**config.mk**
```make
export PLATFORM = sky130hd
export DESIGN_NAME = opctrl_rpath_flat
export DESIGN_NICKNAME = d
export VERILOG_FILES = /design/src/rtl/opctrl_rpath_if.sv /design/src/rtl/opctrl_rpath.sv /design/src/flat_wrapper.sv
export SDC_FILE = /design/constraint.sdc
export NUM_CORES = 1
export LEC_CHECK = 0
export CORE_MARGIN = 1.5
export CORE_UTILIZATION = 50
export CTS_BUF_LIST = sky130_fd_sc_hd__clkbuf_4 sky130_fd_sc_hd__clkbuf_8
export CTS_CLUSTER_DIAMETER = 100
export DETAILED_ROUTE_END_ITERATION = 12
export GPL_TIMING_DRIVEN = 0
export PLACE_DENSITY_LB_ADDON = 0.08
export SYNTH_ARGS = -nofsm -noshare
export SYNTH_HDL_FRONTEND = slang
export SYNTH_SLANG_ARGS = --single-unit
```
**constraint.sdc**
```tcl
create_clock -name Clock -period 8.5 [get_ports Clock]
set_input_delay 1.7 -clock Clock [delete_from_list [all_inputs] [get_ports Clock]]
set_output_delay 1.7 -clock Clock [all_outputs]
set_load 0.05 [all_outputs]
```
**src/rtl/opctrl_rpath_if.sv**
```systemverilog
// Handshake bundle for the op-control return path: core-side input, controller-side output, status.
// The DoutParErr member exists only when OPCTRL_RPATH_PARITY_EN is defined.
interface opctrl_rpath_if #(
  parameter int WIDTH = 32,
  parameter int DEPTH = 4
);
  localparam int LVLW = $clog2(DEPTH + 1);

  logic [WIDTH-1:0] Din;
  logic             DinValid;
  logic             DinReady;
  logic [WIDTH-1:0] Dout;
  logic             DoutValid;
  logic             DoutReady;
  logic [LVLW-1:0]  Level;
  logic             Overflow;
`ifdef OPCTRL_RPATH_PARITY_EN
  logic             DoutParErr;

  modport master (output Din, DinValid, DoutReady,
                  input  DinReady, Dout, DoutValid, Level, Overflow, DoutParErr);
  modport slave  (input  Din, DinValid, DoutReady,
                  output DinReady, Dout, DoutValid, Level, Overflow, DoutParErr);
`else
  modport master (output Din, DinValid, DoutReady,
                  input  DinReady, Dout, DoutValid, Level, Overflow);
  modport slave  (input  Din, DinValid, DoutReady,
                  output DinReady, Dout, DoutValid, Level, Overflow);
`endif
endinterface

```
**src/rtl/opctrl_rpath.sv**
```systemverilog
// Return datapath: PIPE-1 never-stalling delay stages feeding an elastic FIFO, with credit-style DinReady.
// Define OPCTRL_RPATH_PARITY_EN to carry an even-parity bit per word and expose DoutParErr.
module opctrl_rpath #(
  parameter int WIDTH = 32,
  parameter int PIPE  = 3,
  parameter int DEPTH = 4
) (
  input logic          Clock,
  input logic          Reset,
  opctrl_rpath_if.slave bus
);

`ifdef OPCTRL_RPATH_PARITY_EN
  localparam int PARW = 1;
`else
  localparam int PARW = 0;
`endif
  localparam int SW   = WIDTH + PARW;
  localparam int NSTG = (PIPE > 1) ? PIPE - 1 : 1;
  localparam int PTRW = $clog2(DEPTH);
  localparam int LVLW = $clog2(DEPTH + 1);
  localparam int CW   = $clog2(DEPTH + NSTG + 1) + 1;

  logic [SW-1:0]   stage_data_q [NSTG];
  logic [SW-1:0]   stage_data_d [NSTG];
  logic [NSTG-1:0] stage_vld_q, stage_vld_d;
  logic [SW-1:0]   mem_q [DEPTH];
  logic [SW-1:0]   mem_d [DEPTH];
  logic [PTRW-1:0] wr_ptr_q, wr_ptr_d;
  logic [PTRW-1:0] rd_ptr_q, rd_ptr_d;
  logic [LVLW-1:0] level_q, level_d;
  logic            overflow_q, overflow_d;

  logic [SW-1:0]   din_ext;
  logic [SW-1:0]   wr_data;
  logic [SW-1:0]   head;
  logic [CW-1:0]   credit_sum;
  logic            din_ready;
  logic            accept;
  logic            wr_en;
  logic            pop;

`ifdef OPCTRL_RPATH_PARITY_EN
  assign din_ext = {^bus.Din, bus.Din};
`else
  assign din_ext = bus.Din;
`endif

  // Credit counts words already in the FIFO plus those still in the delay stages; pops are not credited.
  always_comb begin
    credit_sum = CW'(level_q);
    for (int i = 0; i < NSTG; i++) begin
      credit_sum = credit_sum + CW'(stage_vld_q[i]);
    end
    din_ready  = (credit_sum < CW'(DEPTH));
    accept     = bus.DinValid && din_ready;
    overflow_d = overflow_q || (bus.DinValid && !din_ready);

    stage_vld_d  = '0;
    stage_data_d = stage_data_q;
    if (PIPE > 1) begin
      stage_vld_d[0]  = accept;
      stage_data_d[0] = din_ext;
      for (int i = 1; i < NSTG; i++) begin
        stage_vld_d[i]  = stage_vld_q[i-1];
        stage_data_d[i] = stage_data_q[i-1];
      end
    end

    if (PIPE == 1) begin
      wr_en   = accept;
      wr_data = din_ext;
    end else begin
      wr_en   = stage_vld_q[NSTG-1];
      wr_data = stage_data_q[NSTG-1];
    end

    pop = (level_q != '0) && bus.DoutReady;

    mem_d = mem_q;
    if (wr_en) begin
      mem_d[wr_ptr_q] = wr_data;
    end
    wr_ptr_d = wr_ptr_q + PTRW'(wr_en);
    rd_ptr_d = rd_ptr_q + PTRW'(pop);
    level_d  = level_q + LVLW'(wr_en) - LVLW'(pop);
  end

  always_ff @(posedge Clock) begin
    if (Reset) begin
      stage_vld_q <= '0;
      for (int i = 0; i < NSTG; i++) begin
        stage_data_q[i] <= '0;
      end
      wr_ptr_q   <= '0;
      rd_ptr_q   <= '0;
      level_q    <= '0;
      overflow_q <= 1'b0;
    end else begin
      stage_vld_q  <= stage_vld_d;
      stage_data_q <= stage_data_d;
      wr_ptr_q     <= wr_ptr_d;
      rd_ptr_q     <= rd_ptr_d;
      level_q      <= level_d;
      overflow_q   <= overflow_d;
    end
  end

  // Storage needs no reset: the head is masked whenever Level is zero.
  always_ff @(posedge Clock) begin
    mem_q <= mem_d;
  end

  assign head          = mem_q[rd_ptr_q];
  assign bus.DinReady  = din_ready;
  assign bus.DoutValid = (level_q != '0);
  assign bus.Dout      = (level_q != '0) ? head[WIDTH-1:0] : '0;
  assign bus.Level     = level_q;
  assign bus.Overflow  = overflow_q;
`ifdef OPCTRL_RPATH_PARITY_EN
  assign bus.DoutParErr = (level_q != '0) && ((^head[WIDTH-1:0]) != head[WIDTH]);
`endif

endmodule

```
**src/flat_wrapper.sv**
```systemverilog
// flat-port wrapper written by rule: the top's interface ports become plain ports
module opctrl_rpath_flat 
#(
  parameter int WIDTH = 32,
  parameter int PIPE  = 3,
  parameter int DEPTH = 4
)
  (Clock, Reset, bus_Din, bus_DinValid, bus_DoutReady, bus_DinReady, bus_Dout, bus_DoutValid, bus_Level, bus_Overflow);
  opctrl_rpath_if #(.WIDTH(WIDTH), .DEPTH(DEPTH)) bus_i ();
  input logic Clock;
  input logic Reset;
  input wire logic [$bits(bus_i.Din)-1:0] bus_Din;
  input wire logic [$bits(bus_i.DinValid)-1:0] bus_DinValid;
  input wire logic [$bits(bus_i.DoutReady)-1:0] bus_DoutReady;
  output wire logic [$bits(bus_i.DinReady)-1:0] bus_DinReady;
  output wire logic [$bits(bus_i.Dout)-1:0] bus_Dout;
  output wire logic [$bits(bus_i.DoutValid)-1:0] bus_DoutValid;
  output wire logic [$bits(bus_i.Level)-1:0] bus_Level;
  output wire logic [$bits(bus_i.Overflow)-1:0] bus_Overflow;
  assign bus_i.Din = bus_Din;
  assign bus_i.DinValid = bus_DinValid;
  assign bus_i.DoutReady = bus_DoutReady;
  assign bus_DinReady = bus_i.DinReady;
  assign bus_Dout = bus_i.Dout;
  assign bus_DoutValid = bus_i.DoutValid;
  assign bus_Level = bus_i.Level;
  assign bus_Overflow = bus_i.Overflow;
  opctrl_rpath #(.WIDTH(WIDTH), .PIPE(PIPE), .DEPTH(DEPTH)) u_core (.Clock(Clock), .Reset(Reset), .bus(bus_i));
endmodule
```
Word level (Yosys, flattened, before mapping)
Index checks and enable logic that the tools add are counted.
W data, S select, Z words.
{ "classes": {"add_sub_neg": 6, "magnitude_cmp": 4, "muxes": 7, "n_bitwise": 2, "reduce_logical": 7} }
{ "op_table": {"columns": ["op", "count"], "rows": [
  ["$bwmux W128", 1],
  ["$mux W32", 4],
  ["$bmux W32 S2", 1],
  ["$demux W32 S2", 1],
  ["$ge A3 B3 Y1 const B", 2],
  ["$not A2 Y3", 2],
  ["$add A2 B1 Y2", 2],
  ["$add A3 B1 Y4", 1],
  ["$add A4 B1 Y4", 1],
  ["$logic_and A1 B1 Y1", 4],
  ["$lt A4 B3 Y1 const B", 1],
  ["$add A3 B1 Y3", 1],
  ["$lt A3 B1 Y1 const B", 1],
  ["$reduce_bool A3 Y1", 1],
  ["$sub A3 B1 Y3", 1],
  ["$logic_not A1 Y1", 1],
  ["$logic_or A1 B1 Y1", 1]
]} }
{ "totals": {"regBits": 202, "in_bits": 36, "out_inout_bits": 38} }

Longest topological paths before layout
Gate-level depths: netlist of the first run.
{ "logic_depth": {"word_depth": 6, "ltp_mapped": 7, "ltp_nobuf": 7} }

Worst setup path after synthesis of the first run
Ideal clock, no wire load.
{ "synth_timing": {"kind": "register to output", "start": "register u_core.level_q[0], in the netlist u_core.bus.Level[0]", "end": "output port bus_DinReady", "t_arrival_ns": 2.214, "slack_ns": 4.586, "stages_incl_launch_ff": 5, "path_buffers": 0, "path_cell_list": "dfxtp_1 > ha_1 > a21o_1 > a21oi_1 > o21ai_0"} }
{ "synth_via": {"elab_chain_len": 3} }
{ "synth_rtl": {"columns": ["item", "line_no", "text"], "rows": [
  ["start: declaration", "opctrl_rpath.sv:31", "logic [LVLW-1:0] level_q, level_d;"],
  ["start signal: assignment", "opctrl_rpath.sv:104", "level_q <= level_d;"],
  ["$add A3 B1 Y4", "opctrl_rpath.sv:53", "credit_sum = credit_sum + CW'(stage_vld_q[i]);"],
  ["$add A4 B1 Y4", "opctrl_rpath.sv:53", null],
  ["$lt A4 B3 Y1", "opctrl_rpath.sv:55", "din_ready = (credit_sum < CW'(DEPTH));"],
  ["end: declaration", "flat_wrapper.sv:15", "output wire logic [$bits(bus_i.DinReady)-1:0] bus_DinReady;"]
]} }
No other way between the ends.

Worst setup path after layout of the first run
{ "layout_timing": {"start": "register u_core.level_q[0], in the netlist u_core.bus.Level[0]", "end": "output port bus_Dout[21]"} }
{ "layout_via": {"elab_chain_len": 2} }
{ "layout_rtl": {"columns": ["item", "line_no", "text"], "rows": [
  ["$reduce_bool A3 Y1", "opctrl_rpath.sv:117", "assign bus.Dout = (level_q != '0) ? head[WIDTH-1:0] : '0;"],
  ["$mux W32", "opctrl_rpath.sv:117", null],
  ["end: declaration", "flat_wrapper.sv:16", "output wire logic [$bits(bus_i.Dout)-1:0] bus_Dout;"]
]} }
No other way between the ends.

==> run summary, run 1 <==
Synthesized flop and latch total: 202. The fraction of layout cells with a size suffix above 1 was 21.19%; the internal portion of total power was 1.904 mW. From bottom edge to top edge, the die measures 121.9 µm. Sequential elements use 75.34% of the synthesized area. The run gives 23 as the maximum number of pins on one net before global-route repair.

In this run, CTS created clock tree buffers numbering 34. The width of the die was 121.9 µm; the worst hold-check slack was 0.4340 ns. The power share of the sequential group is 39.4%.

The first detailed-routing pass took 4 iterations. At the end of routability-driven placement, the weighted congestion stood at 0.7106. The tools report the timing startpoint of the critical path as u_core.bus.Level[0]$_SDFF_PP0_. Averaged over all synthesized cells, the footprint is 17.80 µm². The post-detailed-route via-to-cell ratio works out to 4.981. The commonest cells after synthesis are 128 x edfxtp_1, 100 x nor2b_1, 74 x dfxtp_1, 32 x mux4_2, 11 x clkbuf_1. The worst setup path is of the register to primary output kind. Once layout is done, the placed cells without fillers occupy 0.008856 mm².

The clock period could shrink to 4.525 ns. The count of nets left with antenna violations once routing finished came out at 0. After synthesis the cells add up to 0.007068 mm². Leaving out filler cells and counting taps, the final layout contains 718. In this run the clock root is driven by a clkbuf_8. The number of buffer and inverter instances along the worst setup path is 2. The number of buffer cells added on primary ports was 73.

The kind of cell with the highest combined delay along the critical path is buffers and inverters. The startpoint identified for the worst hold timing path is u_core.stage_data_d[26]$_SDFF_PP0_. The most frequent cell after synthesis was edfxtp_1. For the pin with the worst max-slew slack, the measured transition is 0.8642 ns. The flow ran to the end, and the final reports show no timing, DRC or antenna violations. The number of slew-limit violations in the final report was 0.

Once the floorplan was initialized, standard cells occupied 51.12% of the core. Compared with the post-synthesis result, the final layout area differs by 25.30%. The share of the cycle needed by the critical path after routing works out to 53.24%. The standard cell area after detailed placement is 0.008150 mm². Dominant synthesized flop cell: edfxtp_1. The number of nets handed over by synthesis was 438.

The slowest stage of the critical path belongs to the cell clkdlybuf4s50_1. In the final timing run, aggregate negative setup slack is 0 ns. The number of global-route vias before repair was 3673; the worst slack at placement was 4.451 ns. The power density over the cells was 315.5 mW/mm²; the maximum clock path buffer count was 3. Clock-pin slew reported for the worst setup and hold paths after clock tree synthesis: 0.06 ns. The placement row count is 43. The clock latency on the worst-skew pair was 0.50 ns. At the worst endpoint, the arrival time is 2.83 ns.

In this run the worst path has a maximum fanout of 10. The number of synthesized flops with an enable pin was 128; the biggest cell delay along the critical path was 0.74 ns. Combinational logic is responsible for 29.7% of the overall power.

Across the VDD grid, the largest voltage drop is 0.1820 mV. The die footprint came out at 0.01486 mm². The proportion of netlist area held by the largest area contributor was 54.38%. Timing would allow up to 221.0 MHz. Setup violations remaining at the end of the flow were counted as 0. Dividing the detail-routed wire length by the instance count gives 17.17 µm. The signal on the critical path passes through nor3_2 -> clkbuf_1 -> nor2b_1 -> clkdlybuf4s50_1. For the CTS sink count, the log shows 202. Kind of capture point of the worst setup path: a primary output.

The number of standard cells after synthesis was 397. The biggest area contributor in the post-synthesis netlist is edfxtp_1. For this run, the post-layout net count is 554. After clock tree synthesis, the setup repair step added 0 buffers. The global router's overall resource usage was 17.86%; the part of the power in the clock network was 30.9%. Overall power consumption after layout is estimated at 2.794 mW. The number of warnings issued by yosys came out at 0. The first global-routing pass estimated 19490 µm of wire. In this run the static leakage power is 3.091 nW.

STA puts the critical path data required time at 6.80 ns. 74 I/O pins were placed. Post-CTS repair changed the size of 0 cells.

Measured against its own limit, the worst slew margin works out to 42.14%. Setup slack on the critical path of the routed design comes to 3.975 ns. The H-tree depth was 2; the fraction of power spent switching nets was 31.84%. Number of maximum-capacitance constraint violations: 0.

The number of inserted diodes is 0. Summed over all layers, the routed wires come to 12330 µm. Starting DRC count in detailed routing: 205.

Setup repair after global routing left no endpoint under its margin. TritonCTS built the clock tree. The tools report the area of the core as 0.01383 mm². The run gives 0 as the initial antenna violation count.

Counting flops with an async set or reset pin after synthesis yields a share of 0%. The logs give 0 for the remaining design rule violation count and 0.8895 mW for the power spent charging and discharging nets. Between clock sinks in the finished design, the worst skew comes to 0.01625 ns. In this run, post-CTS hold repair placed 0 buffers.

Yosys mapped the design onto 30 distinct sky130hd cell types. STA classifies the critical path startpoint as a register. Including well taps, the total number of placed cells is 657.

The number of hold violations in the final report is 0. By area the synthesized netlist is led by edfxtp_1 54%, dfxtp_1 21%, mux4_2 10%. For the total congestion overflow after global routing, the log shows 0. Path class of the lowest-slack min-delay path: register to register.

Setup slack on the worst reg-to-reg path comes out at 6.53 ns. The worst register-to-register path begins at u_core.bus.Level[1]$_SDFF_PP0_. For this block, the via count after detailed routing is 3576.

Cells fill 64.05% of the core in the end. The run gives 7651 µm as the estimated wirelength of the detail-placed design.
-- worst paths after layout --
path / to / depth (start not counted)
worst max-delay path: bus_Dout[21] / 4
worst max register to register: u_core.bus.Level[2]$_SDFF_PP0_ / 7
worst min register to register: u_core.wr_data[26]$_SDFF_PP0_ / 1
worst min-delay path: u_core.wr_data[26]$_SDFF_PP0_ / 1
-- state kept, by name, summed over array words and instances (netlist names) --
signal / count
u_core.mem_q: 128
u_core.rd_ptr_q: 2
u_core.stage_data_d: 32
u_core.bus.Level: 3
u_core.wr_data: 32
u_core.stage_vld_q: 2
u_core.wr_ptr_q: 2
u_core.bus.Overflow: 1
-- metal layers --
metal  global-route usage (%)  share of wire (%)  up-vias
met5                        0                  0        -
met4                    5.882                1.8        0
met3                    5.478                5.5       24
met2                    28.30                 48       96
met1                    23.75                 44     1768
li1                         -                  -     1688
-- power groups by stage --
stage | combinational [mW] | clock [mW] | sequential (mW)
final | 0.829 | 0.864 | 1.10
after global routing | 0.879 | 0.931 | 1.11
after CTS | 0.841 | 0.882 | 1.10
after detailed placement | 0.839 | 0 | 1.12
after global placement | 0.833 | 0 | 1.12
after floorplan | 0.561 | 0 | 1.13
-- cells in the final DEF, fill, tap and decap left out, types with 2 or more instances in the layout --
cell	count
or3_1	2
dfxtp_1	74
clkbuf_1	11
ha_1	4
nand2b_1	2
clkbuf_4	19
nor2_4	2
edfxtp_1	128
buf_6	8
buf_2	4
buf_12	3
clkdlybuf4s50_1	73
clkbuf_8	40
nand2_1	4
nor2_1	5
mux4_2	32
o21ai_0	3
xor2_1	2
a21oi_1	2
inv_1	4
nor2b_1	100
-- kinds of logic after synthesis --
kind of cell / share of synthesized area, %
AO/OA/AOI/OAI: 0.9029
multiplexers: 10.20
flip-flops: 75.34
buffers and inverters: 1.717
adder cells (fa/ha/maj): 0.9914
XOR/XNOR: 0.3718
AND/OR/NAND/NOR: 10.48
-- worst register-to-register path: stages, from the launching register on --
cell and delay [ns]:
dfxtp_1 0.39, o31ai_1 0.35, nand2b_1 0.20, o21ai_0 0.11, ha_1 0.20, fa_1 0.38
xor2_1 0.15, nor2_1 0.05
-- area by class of cell --
class                      count  area [µm²]
sequential                   202        5325
fill                        1009        4971
multi-input combinational    172        1643
timing repair buffer          80       835.8
clock buffer                  59       693.2
tap                          180       225.2
buffer                        19       106.4
inverter                       4       15.01
clock inverter                 2       12.51
Note: power is estimated with default switching activity, not from simulation.
==> run 2, diff against run 1 <==
Clock period 8.5 ns to 4.58 ns, I/O delays scaled along.
==> results of run 2 <==
Same layout as run 1 (identical final DEF). Status: finished, final reports clean.
Among the figures that moved: setup slack after placement 4.451 ns -> 1.315 ns; setup slack after layout 3.975 ns -> 0.8387 ns; register-to-register setup slack 6.53 ns -> 2.61 ns; total power 2.794 mW -> 5.185 mW; worst IR drop on VDD 0.1820 mV -> 0.3377 mV
